===== src/rtl/fifo_read_stream.sv =====
// fifo_read_stream
//   Turns a FIFO pop interface with one cycle of read latency into a
//   valid/ready stream. Output comes from a 2-entry buffer. The buffer
//   always keeps a slot free for the word that is currently in flight, so
//   it never overflows and can sustain one word per cycle.
//
// Ports
//   Clk_Read    in   1           single clock of the block
//   Rst         in   1           asynchronous reset, active-low
//   Empty_Flag  in   1           FIFO empty indication
//   R_Data      in   Data_Width  FIFO read data, valid the cycle after R_En
//   R_En        out  1           FIFO pop request (combinational)
//   Out_Data    out  Data_Width  stream data (buffer head)
//   Out_Valid   out  1           stream data valid (registered state only)
//   Out_Ready   in   1           downstream accepts Out_Data
//   Xfer_Count  out  16          accepted-word counter, wraps at 0xFFFF
//                                (present only when RD_STREAM_CNT_EN is defined)
//
// Configuration macro: RD_STREAM_CNT_EN

module fifo_read_stream #(
    parameter int Data_Width = 8
) (
    input  logic                  Clk_Read,
    input  logic                  Rst,
    input  logic                  Empty_Flag,
    input  logic [Data_Width-1:0] R_Data,
    output logic                  R_En,
    output logic [Data_Width-1:0] Out_Data,
    output logic                  Out_Valid,
    input  logic                  Out_Ready
`ifdef RD_STREAM_CNT_EN
    ,
    output logic [15:0]           Xfer_Count
`endif
);

    logic [1:0]            count_q, count_d;
    logic                  head_q, head_d;
    logic                  tail_q, tail_d;
    logic                  in_flight_q;
    logic [Data_Width-1:0] mem_q [2];
    logic                  pop;
    logic [2:0]            level;

    assign Out_Valid = (count_q != 2'd0);
    assign Out_Data  = mem_q[head_q];

    always_comb begin
        pop   = Out_Valid & Out_Ready;
        // Occupancy after this edge, counting the word that is in flight.
        // pop implies count_q >= 1, so the subtraction cannot underflow.
        level = {1'b0, count_q} + {2'b00, in_flight_q} - {2'b00, pop};
        // Gating with Rst forces R_En low as soon as reset is asserted.
        R_En  = Rst & ~Empty_Flag & (level < 3'd2);
        count_d = level[1:0];
        head_d  = pop ? ~head_q : head_q;
        tail_d  = in_flight_q ? ~tail_q : tail_q;
    end

    always_ff @(posedge Clk_Read or negedge Rst) begin
        if (!Rst) begin
            count_q     <= '0;
            head_q      <= 1'b0;
            tail_q      <= 1'b0;
            in_flight_q <= 1'b0;
            mem_q[0]    <= '0;
            mem_q[1]    <= '0;
        end else begin
            count_q     <= count_d;
            head_q      <= head_d;
            tail_q      <= tail_d;
            in_flight_q <= R_En;
            if (in_flight_q) begin
                mem_q[tail_q] <= R_Data;
            end
        end
    end

`ifdef RD_STREAM_CNT_EN
    logic [15:0] xfer_cnt_q;

    always_ff @(posedge Clk_Read or negedge Rst) begin
        if (!Rst) begin
            xfer_cnt_q <= '0;
        end else if (pop) begin
            xfer_cnt_q <= xfer_cnt_q + 16'd1;
        end
    end

    assign Xfer_Count = xfer_cnt_q;
`endif

endmodule


===== config.mk =====
export PLATFORM = sky130hd
export DESIGN_NAME = fifo_read_stream
export DESIGN_NICKNAME = d
export VERILOG_FILES = /design/src/rtl/fifo_read_stream.sv
export SDC_FILE = /design/constraint.sdc
export NUM_CORES = 1
export LEC_CHECK = 0
export CELL_PAD_IN_SITES_DETAIL_PLACEMENT = 0
export CELL_PAD_IN_SITES_GLOBAL_PLACEMENT = 1
export CORE_AREA = 2 2 52 54
export CTS_CLUSTER_DIAMETER = 80
export CTS_CLUSTER_SIZE = 10
export DETAILED_ROUTE_END_ITERATION = 16
export DIE_AREA = 0 0 54 56
export PLACE_DENSITY = 0.8
export SLEW_MARGIN = 30
export SYNTH_ARGS = -nofsm -noshare
export SYNTH_HDL_FRONTEND = slang
export SYNTH_SLANG_ARGS = --single-unit

===== constraint.sdc =====
create_clock -name Clk_Read -period 4.8 [get_ports Clk_Read]
set_input_delay 0.96 -clock Clk_Read [delete_from_list [all_inputs] [get_ports Clk_Read]]
set_output_delay 0.96 -clock Clk_Read [all_outputs]
set_load 0.02 [all_outputs]

==> Yosys cells after proc, flatten, opt, wreduce, memory -nomap -nowiden <==
Index checks and enable logic that the tools add are counted.
{ "word_totals": {"out_inout_bits": 10, "regBits": 21, "elab_cells": 28, "in_bits": 12} }
{ "op_classes": {"order_cmp": 4, "reduce_logical": 2, "n_mux": 6, "n_bitwise": 8, "addsub": 2} }
{ "ops": {"columns": ["operator", "count"], "rows": [
  ["8-bit 2-to-1 mux", 4],
  ["16-bit bitwise mux", 1],
  ["8-bit demux with 1-bit select", 1],
  ["2-bit greater-or-equal comparator, second input constant", 2],
  ["1-bit NOT with 2-bit output", 2],
  ["2-bit by 1-bit adder with 3-bit output", 1],
  ["1-bit bitwise AND", 3],
  ["3-bit by 2-bit < comparator with 1-bit output, second input constant", 1],
  ["1-bit NOT", 3],
  ["3-bit by 1-bit subtractor with 3-bit output", 1],
  ["2-bit by 1-bit < comparator with 1-bit output, second input constant", 1],
  ["2-bit nonzero test", 1],
  ["1-bit logical AND", 1]
]} }

==> Depth between registers and ports, before layout <==
Gate-level depths: netlist of the first run.
{ "depth": {"ltp_word": 6, "depth_mapped": 7} }

==> Least setup slack after synthesis of the first run <==
OpenSTA, ideal clock, no wires.
{ "synth_path": {"path_kind": "input-to-output", "from": "input Out_Ready", "to": "output R_En", "arrival_time_ns": 2.833, "stages": 7, "path_buffers": 0, "required_ns": 3.840, "setup_slack_ns": 1.007, "path_cell_list": "o21a_1 ha_1 inv_1 ha_1 fa_1 xnor2_1 nor4b_1"} }
{ "synth_between": {"elab_chain_cells": 4} }
{ "synth_rtl": {"columns": ["item", "line", "rtl"], "rows": [
  ["from (decl)", "31", "input logic Out_Ready"],
  ["1-bit bitwise AND", "50", "pop = Out_Valid & Out_Ready;"],
  ["3-bit by 1-bit subtractor with 3-bit output", "53", "level = {1'b0, count_q} + {2'b00, in_flight_q} - {2'b00, pop};"],
  ["3-bit by 2-bit < comparator with 1-bit output", "55", "R_En = Rst & ~Empty_Flag & (level < 3'd2);"],
  ["1-bit bitwise AND", "55", null],
  ["to (decl)", "28", "output logic R_En,"]
]} }
Every way passes these cells.

==> Final worst setup path of the first run <==
{ "layout_path": {"from": "input Out_Ready", "to": "output R_En"} }
{ "layout_between": {"elab_chain_cells": 4} }
{ "layout_rtl": {"columns": ["item", "line", "rtl"], "rows": [
  ["1-bit bitwise AND", "50", null],
  ["net pop", "43", "logic pop;"],
  ["3-bit by 1-bit subtractor with 3-bit output", "53", null],
  ["3-bit by 2-bit < comparator with 1-bit output", "55", null],
  ["1-bit bitwise AND", "55", null]
]} }
The timed path passes the listed nets, and every way through them passes these cells.

==> results of run 1 <==
state kept, by name (all words and copies together), names as in the netlist:
| name | flops |
|---|---|
| mem_q | 16 |
| count_q | 2 |
| head_q | 1 |
| in_flight_q | 1 |
| tail_q | 1 |
power breakdown:
group / leakage (nW) / internal [mW] / switching [mW]
Combinational: 0.269 / 0.273 / 0.180
Sequential: 0.252 / 0.267 / 0.0653
Clock: 0.0150 / 0.0323 / 0.0473
cell families after synthesis:
group | count (synthesis) | synth area share
flip-flops | 21 | 0.541
AND/OR/NAND/NOR | 4 | 0.0361
XOR/XNOR | 3 | 0.0271
multiplexers | 24 | 0.309
adder cells (fa/ha/maj) | 3 | 0.0464
buffers and inverters | 6 | 0.0322
AO/OA/AOI/OAI | 1 | 0.00773
routing by layer:
layer,up-vias,track usage,wire length [um],part of all wire
met2,14,0.213,819,0.49
met1,270,0.169,759,0.46
met4,0,0.0429,0,0
met3,0,0.0269,81,0.049
met5,-,0,0,0
li1,259,-,-,-
critical path: stages:
cell             delay (ps)
clkdlybuf4s50_1         400
o21a_1                  130
ha_1                    270
inv_1                    40
ha_1                    180
fa_1                    380
xnor2_1                 140
nor4b_1                 410
clkdlybuf4s50_1         700
synthesized netlist by cell type, drive strengths merged:
library cell / n / area share
o21a: 1 / 0.0077
nor2b: 1 / 0.014
nand2: 1 / 0.0064
nor4b: 1 / 0.0090
inv: 4 / 0.015
xnor2: 1 / 0.0090
buf: 2 / 0.017
or2: 1 / 0.0064
dfrtp: 21 / 0.54
xor2: 2 / 0.018
ha: 2 / 0.026
fa: 1 / 0.021
mux2: 24 / 0.31
per-stage QoR:
stage | power [mW] | hold WS (ps) | util | setup slack, ps
6_report | 0.865 | 511 | 0.508 | 233
5_1_grt | 0.935 | 528 | 0.508 | 38.6
4_1_cts | 0.884 | 516 | 0.508 | 171
3_5_place_dp | 0.798 | 489 | 0.497 | 194
3_3_place_gp | 0.785 | 483 | 0.497 | 302
2_1_floorplan | 0.634 | 474 | - | 1010
final cells by class:
cell class | count | area [um2] | area share
Sequential cell | 21 | 526 | 0.425
Multi-Input combinational cell | 35 | 414 | 0.335
Timing Repair Buffer | 22 | 218 | 0.176
Tap cell | 30 | 37.5 | 0.0304
Clock buffer | 4 | 26.3 | 0.0213
Inverter | 4 | 15.0 | 0.0121
final timing paths:
kind | end | slack [ps]
max in group asynchronous | mem_q[1] | 3480
setup reg to reg | in_flight_q | 2570
hold / removal | mem_q[2] | 510
setup / recovery | R_En | 230
min in group asynchronous | mem_q[7] | 1110
hold reg to reg | mem_q[2] | 510
==> flow_metrics.tcl, run 1 <==
set metrics [dict create \
    status "complete, no violations" \
    fin_skew_ps 6.40 \
    rsz0062_at_grt "no" \
    dp_hpwl_mm 1.23 \
    path_clk_slew_ps 100 \
    syn_to_final_growth_pct 27.3 \
    cts_hold_buf 0 \
    crit_fanout 2 \
    maxSlewHeadroom 0.688 \
    wl_mm 1.66 \
    required_ps 3840 \
    vias 543 \
    synth_seq_cells 21 \
    synth_area_per_cell_um2 15.7 \
    wl_per_cell_um 14.3 \
    cp-end-kind "output pin" \
    ant_nets 0 \
    criticalPathCategory "input port to output pin" \
    startpoint "Out_Ready" \
    p_per_area_mw_per_mm2 699 \
    p_leak_nw 0.536 \
    postCtsSetupRepairBufs 0 \
    design.die.area_mm2 0.00302 \
    clk_latency_ps 290 \
    setup_viol 0 \
    vias_per_cell 4.68 \
    layout-drive-gt1-share 0.360 \
    rows 18 \
    grt_usage 0.131 \
    clock-sinks 21 \
    critical_path.startpoint_type "input port" \
    syn-num-nets 77 \
    fmax_mhz 219 \
    place_inst 112 \
    fin_crit_sh 0.951 \
    cp.arrival_ps 3610 \
    cts_buffers 3 \
    dieHeight_um 56 \
    fin_nets 102 \
    synth_cell_types 15 \
    cts-root-buf "clkbuf_4" \
    yosysWarnings 0 \
    cts_resized 0 \
    r2r_start "count_q[1]" \
    final-hold-violation-count 0 \
    synthCells 62 \
    grt_overflow_total 0 \
    holdPathStages 1 \
    final_cell_area_mm2 0.00124 \
    clockBufferDepth 2 \
    finalCriticalPeriod_ps 4570 \
    n_fill_cell 221 \
    maxCapViolations 0 \
    fin_cells 116 \
    coreArea_mm2 0.00243 \
    hold_class "flop to flop" \
    yosysSeqAreaShare 0.541 \
    worstMarginPinSlew_ps 461 \
    setup_tns_ps 0 \
    initial_core_util 0.399 \
    min-delay-start "mem_q[2]" \
    grt_start_max_net_pins 22 \
    htree_levels 1 \
    drc 0 \
    slew_viol_final 0 \
    rr_worst_depth 7 \
    mappedNetlistArea_um2 971 \
    dpl_cell_area_mm2 0.00121 \
    die_w_um 54 \
    drtIter0Drc 0 \
    gp_congestion 0.673 \
    portBuffers 21 \
    dr.pass1.iters 1 \
    grt_pass1_vias 628 \
    ir_drop_mv 0.392 \
    ios 22 \
    mostFrequentLayoutCells "21 x dfrtp_1, 21 x clkdlybuf4s50_1, 16 x mux2_2" \
    cts_tree "yes" \
    grt_first_pass_wirelength_mm 2.90 \
    grt_antenna_before_repair 0 \
    antenna_cells 0 \
]
Power figures use the tool's default switching activity.
==> inputs of run 2 (changes only) <==
--- a/config.mk
+++ b/config.mk
@@ -13,7 +13,6 @@
 export DETAILED_ROUTE_END_ITERATION = 16
 export DIE_AREA = 0 0 54 56
 export PLACE_DENSITY = 0.8
-export SLEW_MARGIN = 30
 export SYNTH_ARGS = -nofsm -noshare
 export SYNTH_HDL_FRONTEND = slang
 export SYNTH_SLANG_ARGS = --single-unit
==> results of run 2 <==
No change in the layout: final DEF, timing and power equal those of run 1.
